## config.mk

```make
export PLATFORM = sky130hd
export DESIGN_NAME = ws2812b_rx
export DESIGN_NICKNAME = d
export VERILOG_FILES = /design/src/rtl/ws2812b_rx.sv
export SDC_FILE = /design/constraint.sdc
export NUM_CORES = 1
export LEC_CHECK = 0
export ABC_CLOCK_PERIOD_IN_PS = 2500
export BUFFER_PORTS_ARGS = -buffer_cell sky130_fd_sc_hd__buf_2
export CORE_ASPECT_RATIO = 1.25
export CORE_MARGIN = 2
export CORE_UTILIZATION = 55
export CTS_BUF_LIST = sky130_fd_sc_hd__clkbuf_8
export CTS_CLUSTER_DIAMETER = 150
export DETAILED_ROUTE_END_ITERATION = 10
export PLACE_DENSITY = 0.79
export SYNTH_ARGS = -nofsm -noshare
export SYNTH_HDL_FRONTEND = slang
export SYNTH_SLANG_ARGS = --single-unit
```

## constraint.sdc

```tcl
create_clock -name clk -period 2.5 [get_ports clk]
set_input_delay 0 -clock clk [delete_from_list [all_inputs] [get_ports clk]]
set_output_delay 0 -clock clk [all_outputs]
set_load 0.05 [all_outputs]
```

## src/rtl/ws2812b_rx.sv

```systemverilog
// WS2812B single-wire receiver: decodes pulse-width-coded bits, captures the first
// 24 bits after each latch gap and forwards the remainder of the frame on dout.
module ws2812b_rx #(
   parameter int unsigned THRESH_CYCLES = 8,
   parameter int unsigned MIN_HIGH      = 2,
   parameter int unsigned MAX_HIGH      = 20,
   parameter int unsigned RESET_CYCLES  = 600
) (
   input  logic        clk,
   input  logic        rst_n,
   input  logic        din,
   output logic        dout,
   output logic [23:0] data,
   output logic        valid,
   output logic        frame_end,
   output logic        err
);

   localparam int unsigned HW = $clog2(MAX_HIGH + 2);
   localparam int unsigned LW = $clog2(RESET_CYCLES + 1);
   localparam logic [HW-1:0] HIGH_SAT = HW'(MAX_HIGH + 1);
   localparam logic [HW-1:0] MIN_H    = HW'(MIN_HIGH);
   localparam logic [HW-1:0] MAX_H    = HW'(MAX_HIGH);
   localparam logic [HW-1:0] THRESH_H = HW'(THRESH_CYCLES);
   localparam logic [LW-1:0] LOW_SAT  = LW'(RESET_CYCLES);

   typedef enum logic [1:0] {
      WAIT_RESET = 2'd0,
      IDLE       = 2'd1,
      HIGH       = 2'd2,
      LOW        = 2'd3
   } state_t;

   state_t        state, state_nxt;
   logic          sync1, din_s, prev;
   logic          rise, fall;
   logic [HW-1:0] high_cnt, high_nxt;
   logic [LW-1:0] low_cnt, low_nxt;
   logic          gap_reach;
   logic          from_idle;
   logic          fwd_en;
   logic [4:0]    bit_cnt;
   logic [23:0]   shreg;
   logic          bit_ev, bit_val, err_ev, gap_ev;

   assign rise = din_s & ~prev;
   assign fall = ~din_s & prev;

   // NOTE: every always_comb output gets a default first, so no path can infer a latch.
   always_comb begin
      high_nxt = high_cnt;
      low_nxt  = low_cnt;
      if (rise)
         high_nxt = HW'(1);
      else if (din_s && high_cnt != HIGH_SAT)
         high_nxt = high_cnt + HW'(1);
      if (fall)
         low_nxt = LW'(1);
      else if (!din_s && low_cnt != LOW_SAT)
         low_nxt = low_cnt + LW'(1);
   end

   // A gap is recognised once, on the cycle low_cnt first hits saturation.
   assign gap_reach = (low_nxt == LOW_SAT) && (low_cnt != LOW_SAT);

   always_comb begin
      state_nxt = state;
      bit_ev    = 1'b0;
      bit_val   = 1'b0;
      err_ev    = 1'b0;
      gap_ev    = 1'b0;
      case (state)
         WAIT_RESET: begin
            if (gap_reach)
               state_nxt = IDLE;
         end
         IDLE, LOW: begin
            if (rise) begin
               state_nxt = HIGH;
            end else if (gap_reach) begin
               gap_ev    = 1'b1;
               state_nxt = IDLE;
            end
         end
         HIGH: begin
            if (fall) begin
               if (high_cnt < MIN_H) begin
                  state_nxt = from_idle ? IDLE : LOW;
               end else if (high_cnt > MAX_H) begin
                  err_ev    = 1'b1;
                  state_nxt = WAIT_RESET;
               end else begin
                  bit_ev    = 1'b1;
                  bit_val   = (high_cnt >= THRESH_H);
                  state_nxt = LOW;
               end
            end else if (high_cnt == HIGH_SAT) begin
               err_ev    = 1'b1;
               state_nxt = WAIT_RESET;
            end
         end
      endcase
   end

   // NOTE: sequential state uses non-blocking assignments so all registers update together.
   always_ff @(posedge clk) begin
      if (!rst_n) begin
         state     <= WAIT_RESET;
         sync1     <= 1'b0;
         din_s     <= 1'b0;
         prev      <= 1'b0;
         high_cnt  <= '0;
         low_cnt   <= '0;
         from_idle <= 1'b0;
         fwd_en    <= 1'b0;
         bit_cnt   <= '0;
         shreg     <= '0;
         data      <= '0;
         dout      <= 1'b0;
         valid     <= 1'b0;
         frame_end <= 1'b0;
         err       <= 1'b0;
      end else begin
         sync1     <= din;
         din_s     <= sync1;
         prev      <= din_s;
         high_cnt  <= high_nxt;
         low_cnt   <= low_nxt;
         state     <= state_nxt;
         dout      <= fwd_en & din_s;
         valid     <= 1'b0;
         frame_end <= gap_ev;
         err       <= err_ev | (gap_ev && bit_cnt != 5'd0);
         if (rise)
            from_idle <= (state == IDLE);
         if (bit_ev && !fwd_en) begin
            shreg <= {bit_val, shreg[23:1]};
            if (bit_cnt == 5'd23) begin
               data    <= {bit_val, shreg[23:1]};
               valid   <= 1'b1;
               fwd_en  <= 1'b1;
               bit_cnt <= '0;
            end else begin
               bit_cnt <= bit_cnt + 5'd1;
            end
         end
         // Any gap or protocol error restarts word alignment for the next frame.
         if (gap_ev || err_ev) begin
            fwd_en  <= 1'b0;
            bit_cnt <= '0;
         end
      end
   end

endmodule

```

Word level (Yosys, flattened, before mapping)
Index checks and enable logic that the tools add are counted.
W data, S select, Z words.
- bitwise operators: 7
- shift-type cells: 0
- reductions and logical operators: 16
- multipliers: 0
- $add $sub $neg: 3
- multiplexer cells: 30
- div/mod/pow operators: 0
- eq/ne operators: 9
- magnitude comparators: 3
- operators by type and width (kind ; number):
    $mux W10 ; 2
    $mux W1 ; 19
    $mux W2 ; 7
    $add A10 B1 Y10 const B ; 1
    $add A5 B1 Y5 const B ; 2
    $eq A10 B10 Y1 const B ; 1
    $eq A5 B5 Y1 const B ; 2
    $ne A10 B10 Y1 const B ; 1
    $pmux W2 S3 ; 1
    $reduce_or A2 Y1 ; 3
    $ge A5 B4 Y1 const B ; 1
    $gt A5 B5 Y1 const B ; 1
    $logic_and A1 B1 Y1 ; 5
    $lt A5 B2 Y1 const B ; 1
    $mux W5 ; 1
    $ne A5 B5 Y1 const B ; 1
    $reduce_bool A5 Y1 ; 1
    $eq A2 B2 Y1 const B ; 2
    $reduce_and A2 Y1 ; 2
    $and A1 B1 Y1 ; 3
    $ne A3 B3 Y1 const B ; 1
    $not A1 Y1 ; 3
    $eq A2 B1 Y1 const B ; 1
    $logic_not A1 Y1 ; 2
    other kinds (4) ; 4
- bits in read-only memories: 0
- bits in latches: 0
- output and inout port bits: 28
- input port bits: 3
- memories kept: 0
- flip-flop bits (word level): 79
- RAM bits: 0

Logic depth before layout (Yosys ltp)
Gate-level depths: netlist of the first run.
- word-level depth: 11
- gate-level depth with buffers: 9
- mapped depth without buffers: 8

Least setup slack after synthesis of the first run
Ideal clock, no wire load.
- path type: register to register
- start: register low_cnt[0]
- end: register bit_cnt[1]
- path slack: 0.561 ns
- clock period less this slack: 1.939 ns
- arrival: 1.803 ns
- setup time: 0.135 ns
- stages on the path, launching flop included: 8
- cells stage by stage: dfxtp_1 > ha_1 > and3b_1 > xnor2_1 > o32ai_1 > nand4_2 > nor2_4 > nor4_1
- cells in the longest elaborated chain, start to end: 11
- elaborated cells on any way between the ends: 12
- those cells by class: 1 x add/sub; 2 x eq/ne; 5 x mux; 4 x reduce/logical
- ends and longest elaborated chain (item ; RTL line ; text):
    start, declared ; 38 ; logic [LW-1:0] low_cnt, low_nxt;
    start signal, assigned ; 128 ; low_cnt <= low_nxt;
    branches (longest 5 deep; another with $add A10 B1 Y10) ; n/a ;
    $logic_and A1 B1 Y1 * ; 64 ; assign gap_reach = (low_nxt == LOW_SAT) && (low_cnt != LOW_SAT);
    $mux W1 * ; 80 ; end else if (gap_reach) begin
    $mux W1 * ; 78 ; if (rise) begin
    $mux W1 * ; 72 ; case (state)
    $logic_or A1 B1 Y1 * ; 148 ; if (gap_ev || err_ev) begin
    $reduce_or A2 Y1 (no source line) * ; n/a ;
    end signal, assigned ; 144 ; bit_cnt <= bit_cnt + 5'd1;
    end, declared ; 42 ; logic [4:0] bit_cnt;
Mark *: on every way between the ends.
A chain may end at the register's enable or synchronous reset.

Worst setup path in the final report of the first run
Ends and elaborated chain as after synthesis.

==> metrics, run 1 <==
status=complete, no violations; DRT Pass-1 Iters=4; core area=just under 6000 um^2; area grow syn2layout=13.1%; Ports=31; Initial Util=0.573; Fmax=0.431 GHz; Filler Cell Count=499; pin count of the biggest net entering global routing=38; Reg2Reg Launch Point=low_cnt[0]; area of the mapped netlist=3350 um^2; logic gate share of total power=0.033; Post-Route M1 WL=2970 um; TNS Setup=0 ns; Yosys cell types=54; power per standard cell area=between 600 and 700 nW/um^2; routed wire length=around 6500 um; chip width=between 70 and 80 um; P_sw=0.553 mW; clk_lat worst skew=0.35 ns; CTS tree=yes; worst path cell trace=ha_1 > and3b_1 > xnor2_1 > o32ai_1 > nand4_2 > nor2_4 > nor4_1; cells on worst reg2reg path=7; Synth top area share=0.465; RD Place Congestion=0.892; Main synth FF type=dfxtp_1; Leakage=1.39 nW; CP startpoint kind=flip-flop; NumNets Final=between 400 and 500; Setup Buffers After CTS=0; max cap viols=0; Detailed Place HPWL=4450 um; vias in the first global route=2572; Commonest cells post-synth=nand2_1 (112), dfxtp_1 (78), a21oi_1 (59), nor2_1 (23), clkbuf_1 (13); critical path arrival=2.55 ns; clk_skew=0.0119 ns; Worst Hold Launch=din; internal power=1.75 mW; crit end category=flip-flop; period utilization=0.927; Worst Path Buf+Inv=0; port bufs=30; GRT overflow=0; syn avg cell area=8.16 um^2; family with the most delay on the worst path=simple AND/OR/NAND/NOR gates; Final setup viols=0; WHS Path Cells=3; # resized after CTS=0; Final Hold Fails=0; syn_nets=420; cts hold-fix bufs=2; FP Rows=31; top-count cell post-synth=nand2_1; crit path kind=reg2reg; share of cells above drive strength 1=0.151; asr flop ratio synth=0; number of synthesized flops with an enable pin=0; power share of the sequential group=0.549; top sig layer=met4; r2r endpoint=bit_cnt[1]; die area=6740 um^2; Sw Share=0.240; Final ANT Viol Nets=0; CTS root buf=clkbuf_8; H-tree Lvls=3; Yosys warnings=0; initial antenna violation count=0; CTS Buf Count=9; Clock Power Share=0.419; DR vias=2811; minimum clock period=between 2 and 2.5 ns; mean routed wirelength per cell=12.4 um; Hold Path Class=in2reg; #FFs+latches synth=78; routed length on met2=approximately 3300 um; unrepaired setup endpoints after global routing=false; # DRC=0; Syn Inst Count=between 400 and 500; Routed met3 length=144 um; Sink Count=78; global-route wire length before repair=11200 um; Worst VDD drop=0.404 mV; setup slack, reg-to-reg=0.18 ns; Vias/cell=between 5 and 6; Slew @ Worst Pin=0.586 ns; fin util=0.648; Worst path slowest cell=dfxtp_1; clk buf depth=2; Die Y=91.3 um; Pins Over Slew Limit=0; CP Max Fanout=7; Hold Crit Endpoint=sync1; Antenna Cells=0; Critical Path RT=2.73 ns; post-synthesis sequential area ratio=0.465; GRT Util Overall=0.209; Worst-path clk slew=0.09 ns; cell taking the most area after synthesis=dfxtp_1; Worst slew margin=0.606; Iter 0 DRT Violations=~180; max incr delay on CP=0.50 ns; ranking of synthesized cells by area=dfxtp_1 (47%), nand2_1 (13%), a21oi_1 (8.8%)
-- flip-flops by register name (all words and copies together) (netlist names), 2 cells and up --
register / flops
low_cnt: 10
state: 2
shreg: 23
bit_cnt: 5
data: 24
high_cnt: 5
-- final cells by class --
type	count	area [um^2]	share of cell area
Inverter	10	37.5	0.00989
Multi-Input combinational cell	300	1650	0.435
Sequential cell	78	1560	0.412
Clock buffer	9	124	0.0327
Tap cell	82	103	0.0270
Clock inverter	7	81.3	0.0214
Timing Repair Buffer	41	238	0.0627
-- how the worst max path moves through the flow --
stage	from	to	cells past startpoint
after floorplan	low_cnt[0]	bit_cnt[1]	7
after global placement	low_cnt[0]	bit_cnt[0]	7
after detailed placement	low_cnt[0]	bit_cnt[1]	7
after CTS	low_cnt[0]	bit_cnt[1]	7
after global routing	low_cnt[0]	bit_cnt[4]	7
final	low_cnt[0]	bit_cnt[1]	7
-- tightest hold or removal path, delay by kind of cell --
family | cells | cell delay [ns]
buf+inv | 2 | 0.61
simple gates | 1 | 0.10
-- through the flow --
step                instance area, um^2  total power [mW]  hold WS [ns]  std cells  worst slack (ns)
global route                       3790              2.39         0.406        527            0.0239
CTS                                3790              2.32         0.380        527             0.209
detailed placement                 3570              1.36         0.216        509             0.236
floorplan                          3350              1.35         0.127        411             0.561
global placement                   3570              1.36         0.213        509             0.377
finish                             3790              2.30         0.391        527             0.182
-- placed cells by master (no fill, tap or decap), drive strengths merged, types with 3 or more instances in the layout --
| cell type | count |
|---|---|
| nand2 | 113 |
| dfxtp | 78 |
| a21oi | 59 |
| buf | 39 |
| nor2 | 24 |
| inv | 11 |
| nand3 | 10 |
| clkbuf | 9 |
| nor3 | 9 |
| nor4 | 9 |
| o21ai | 8 |
| nand2b | 6 |
| ha | 6 |
| xnor2 | 5 |
| and2 | 4 |
| xor2 | 4 |
| nand4 | 4 |
| or3 | 3 |
| mux2i | 3 |
| clkinvlp | 3 |
| nand4b | 3 |
-- cell families after synthesis --
logic type,share of synthesized area
and+or+nand+nor,0.285
AOI/OAI and AO/OA,0.151
buffers and inverters,0.0429
xor gates and xnor gates,0.0235
DFF,0.465
muxes,0.00895
adders and majority gates,0.0224
-- power groups by stage --
stage	combinational, mW	sequential [mW]	clock, mW
finish	0.0750	1.26	0.964
global route	0.0847	1.27	1.03
CTS	0.0756	1.26	0.981
detailed placement	0.0722	1.29	0
global placement	0.0704	1.29	0
floorplan	0.0595	1.29	0
-- routing by layer --
metal,vias up,track usage
met5,-,0
met1,1319,0.252
li1,1452,-
met4,0,0.106
met2,32,0.352
met3,8,0.0311
No activity file was read; power rests on OpenSTA's default activity.
==> inputs of run 2 (changes only) <==
--- a/config.mk
+++ b/config.mk
@@ -5,6 +5,7 @@
 export SDC_FILE = /design/constraint.sdc
 export NUM_CORES = 1
 export LEC_CHECK = 0
+export ABC_AREA = 1
 export ABC_CLOCK_PERIOD_IN_PS = 2500
 export BUFFER_PORTS_ARGS = -buffer_cell sky130_fd_sc_hd__buf_2
 export CORE_ASPECT_RATIO = 1.25
==> run 2 against run 1 <==
Net effect: sequential share of layout area up 1.6 points; hold slack worse by 0.24 ns; die area down 1.8%; global-route usage up 2.6 points; sequential power about the same; register-to-register slack better by 0.18 ns; largest power group unchanged; highest routed layer unchanged.
==> metrics, run 2 <==
core area=5780 um^2 (was 5860 um^2); port bufs=30 (unchanged); crit end category=flip-flop (unchanged); CP Max Fanout=15 (was 7); Syn Inst Count=440 (was 411); top sig layer=met4 (unchanged); pin count of the biggest net entering global routing=42 (was 38); period utilization=0.857 (was 0.927); most frequent cells in the layout=nor2_1 (79), dfxtp_1 (78), nand2_1 (73) (was nand2_1 (112), dfxtp_1 (78), a21oi_1 (59)); Worst-path clk slew=0.07 ns (was 0.09 ns); max cap viols=0 (unchanged); Final WS setup=0.357 ns (was 0.182 ns); area grow syn2layout=11.1% (was 13.1%); Fmax=0.467 GHz (was 0.431 GHz); Pins Over Slew Limit=0 (unchanged); status=complete, no violations (unchanged); H-tree Lvls=3 (unchanged); Synth top area share=0.475 (was 0.465); Worst slew margin=0.505 (was 0.606); Yosys warnings=0 (unchanged); Final ANT Viol Nets=0 (unchanged); Final Cell Area=3650 um^2 (was 3790 um^2); routed length on met2=3620 um (was 3300 um); FP Rows=31 (unchanged); Worst VDD drop=0.511 mV (was 0.404 mV); Hold Path Class=in2reg (unchanged); Yosys cell types=33 (was 54); crit path kind=reg2reg (unchanged); Leakage=1.60 nW (was 1.39 nW); initial antenna violation count=0 (unchanged); Critical Path RT=2.72 ns (was 2.73 ns); die area=6620 um^2 (was 6740 um^2); CTS root buf=clkbuf_8 (unchanged); clk_skew=0.00742 ns (was 0.0119 ns); syn avg cell area=7.48 um^2 (was 8.16 um^2); WHS Path Cells=4 (was 3); clk_lat worst skew=0.34 ns (was 0.35 ns); global-route wire length before repair=12200 um (was 11200 um); CP startpoint kind=flip-flop (unchanged); power per standard cell area=598 nW/um^2 (was 607 nW/um^2); Post-Route M1 WL=3110 um (was 2970 um); mean routed wirelength per cell=13.2 um (was 12.4 um); cell taking the most area after synthesis=dfxtp_1 (unchanged); Initial Util=0.569 (was 0.573); chip width=73.2 um (was 73.9 um); Slew @ Worst Pin=0.724 ns (was 0.586 ns); CTS tree=yes (unchanged); clk buf depth=2 (unchanged); # resized after CTS=0 (unchanged); Ports=31 (unchanged); syn_nets=449 (was 420); commonest non-fill, non-tap cell in the layout=nor2_1 (was nand2_1); area of the mapped netlist=3290 um^2 (was 3350 um^2); # DRC=0 (unchanged); Main synth FF type=dfxtp_1 (unchanged); routed wire length=7080 um (was 6530 um); Detailed Place HPWL=4870 um (was 4450 um); biggest regs=data x24, shreg x23, low_cnt x10 (unchanged); Most flops, register=data (unchanged); pre-CTS worst setup slack=0.373 ns (was 0.236 ns); Die Y=90.5 um (was 91.3 um); Antenna Cells=0 (unchanged); vias in the first global route=2746 (was 2572); TNS Setup=0 ns (unchanged); Iter 0 DRT Violations=159 (was 175); share of cells above drive strength 1=0.127 (was 0.151); instance area at placement=3470 um^2 (was 3570 um^2); Final setup viols=0 (unchanged); number of synthesized flops with an enable pin=0 (unchanged); asr flop ratio synth=0 (unchanged); max reg flops=24 (unchanged); DRT Pass-1 Iters=5 (was 4); unrepaired setup endpoints after global routing=false (unchanged); Commonest cells post-synth=nor2_1 (79), dfxtp_1 (78), nand2_1 (73), inv_1 (54) (was nand2_1 (112), dfxtp_1 (78), a21oi_1 (59), nor2_1 (23), clkbuf_1 (13)); #FFs+latches synth=78 (unchanged); NumNets Final=478 (was 449); DR vias=2820 (was 2811); GRT overflow=0 (unchanged); Non-Filler Instances=538 (was 527); CTS Buf Count=9 (unchanged); Routed met3 length=218 um (was 144 um); post-synthesis sequential area ratio=0.475 (was 0.465); top-count cell post-synth=nor2_1 (was nand2_1); cells on worst reg2reg path=10 (was 7); dpl cells=523 (was 509); Vias/cell=5.24 (was 5.33); GRT Util Overall=0.235 (was 0.209); critical path arrival=2.36 ns (was 2.55 ns); Sink Count=78 (unchanged); Final Hold Fails=0 (unchanged); minimum clock period=2.14 ns (was 2.32 ns); RD Place Congestion=0.924 (was 0.892); ranking of synthesized cells by area=dfxtp_1 (47%), nor2_1 (9.0%), nand2_1 (8.3%) (was dfxtp_1 (47%), nand2_1 (13%), a21oi_1 (8.8%))
run 2: final timing paths:
| path | startpoint | end | slack [ns] |
|---|---|---|---|
| hold / removal | rst_n | din_s | 0.15 |
| setup / recovery | din_s | data[23] | 0.36 |
| hold reg to reg | sync1 | din_s | 0.42 |
| setup reg to reg | din_s | data[23] | 0.36 |
run 2: cells by family (layout without fill, tap and decap cells):
logic type	Yosys count	in the layout	share of synthesized area
AND/OR/NAND/NOR	197	197	0.256
adder cells (fa/ha/maj)	6	6	0.0228
AO/OA/AOI/OAI	81	81	0.146
buffers and inverters	75	107	0.0928
XOR/XNOR	3	3	0.00799
flip-flops	78	78	0.475
run 2: report_power, final:
part / total (mW) / switching [mW] / leakage, nW / internal, mW
logic: 0.0744 / 0.0523 / 0.874 / 0.0220
clock network: 0.853 / 0.415 / 0.0987 / 0.438
registers: 1.26 / 0.00768 / 0.629 / 1.25
run 2: critical path, stage by stage, from the launching register on:
cell	delay, ns
dfxtp_1	0.35
inv_2	0.17
nand2_4	0.12
inv_1	0.14
nand3_2	0.16
nor3_4	0.18
inv_2	0.15
nor2_4	0.31
inv_2	0.20
nand3_1	0.14
o31ai_1	0.09
run 2: metal layers:
layer  track usage  vias to the layer above
li1              -                     1465
met1         0.277                     1283
met2         0.399                       61
met3        0.0525                       11
met4         0.100                        0
met5             0                        -
run 2: layout make-up:
| class | count | area, um^2 |
|---|---|---|
| Clock inverter | 5 | 46.3 |
| Fill cell | 499 | 2130 |
| Tap cell | 66 | 82.6 |
| Inverter | 59 | 221 |
| Timing Repair Buffer | 34 | 195 |
| Clock buffer | 9 | 124 |
| Sequential cell | 78 | 1560 |
| Multi-Input combinational cell | 287 | 1420 |
run 2: per-stage QoR:
| step | utilization | hold WS, ns | power (mW) |
|---|---|---|---|
| final | 0.632 | 0.155 | 2.19 |
| after floorplan | - | 0.0976 | 1.34 |
| after global placement | 0.601 | 0.188 | 1.36 |
| after detailed placement | 0.601 | 0.190 | 1.36 |
| after CTS | 0.632 | 0.139 | 2.20 |
| after global routing | 0.632 | 0.173 | 2.26 |
run 2: timing repair:
item	CTS	global route
hold endpoints to repair	1	0
hold buffers	1	0
setup buffers	0	0
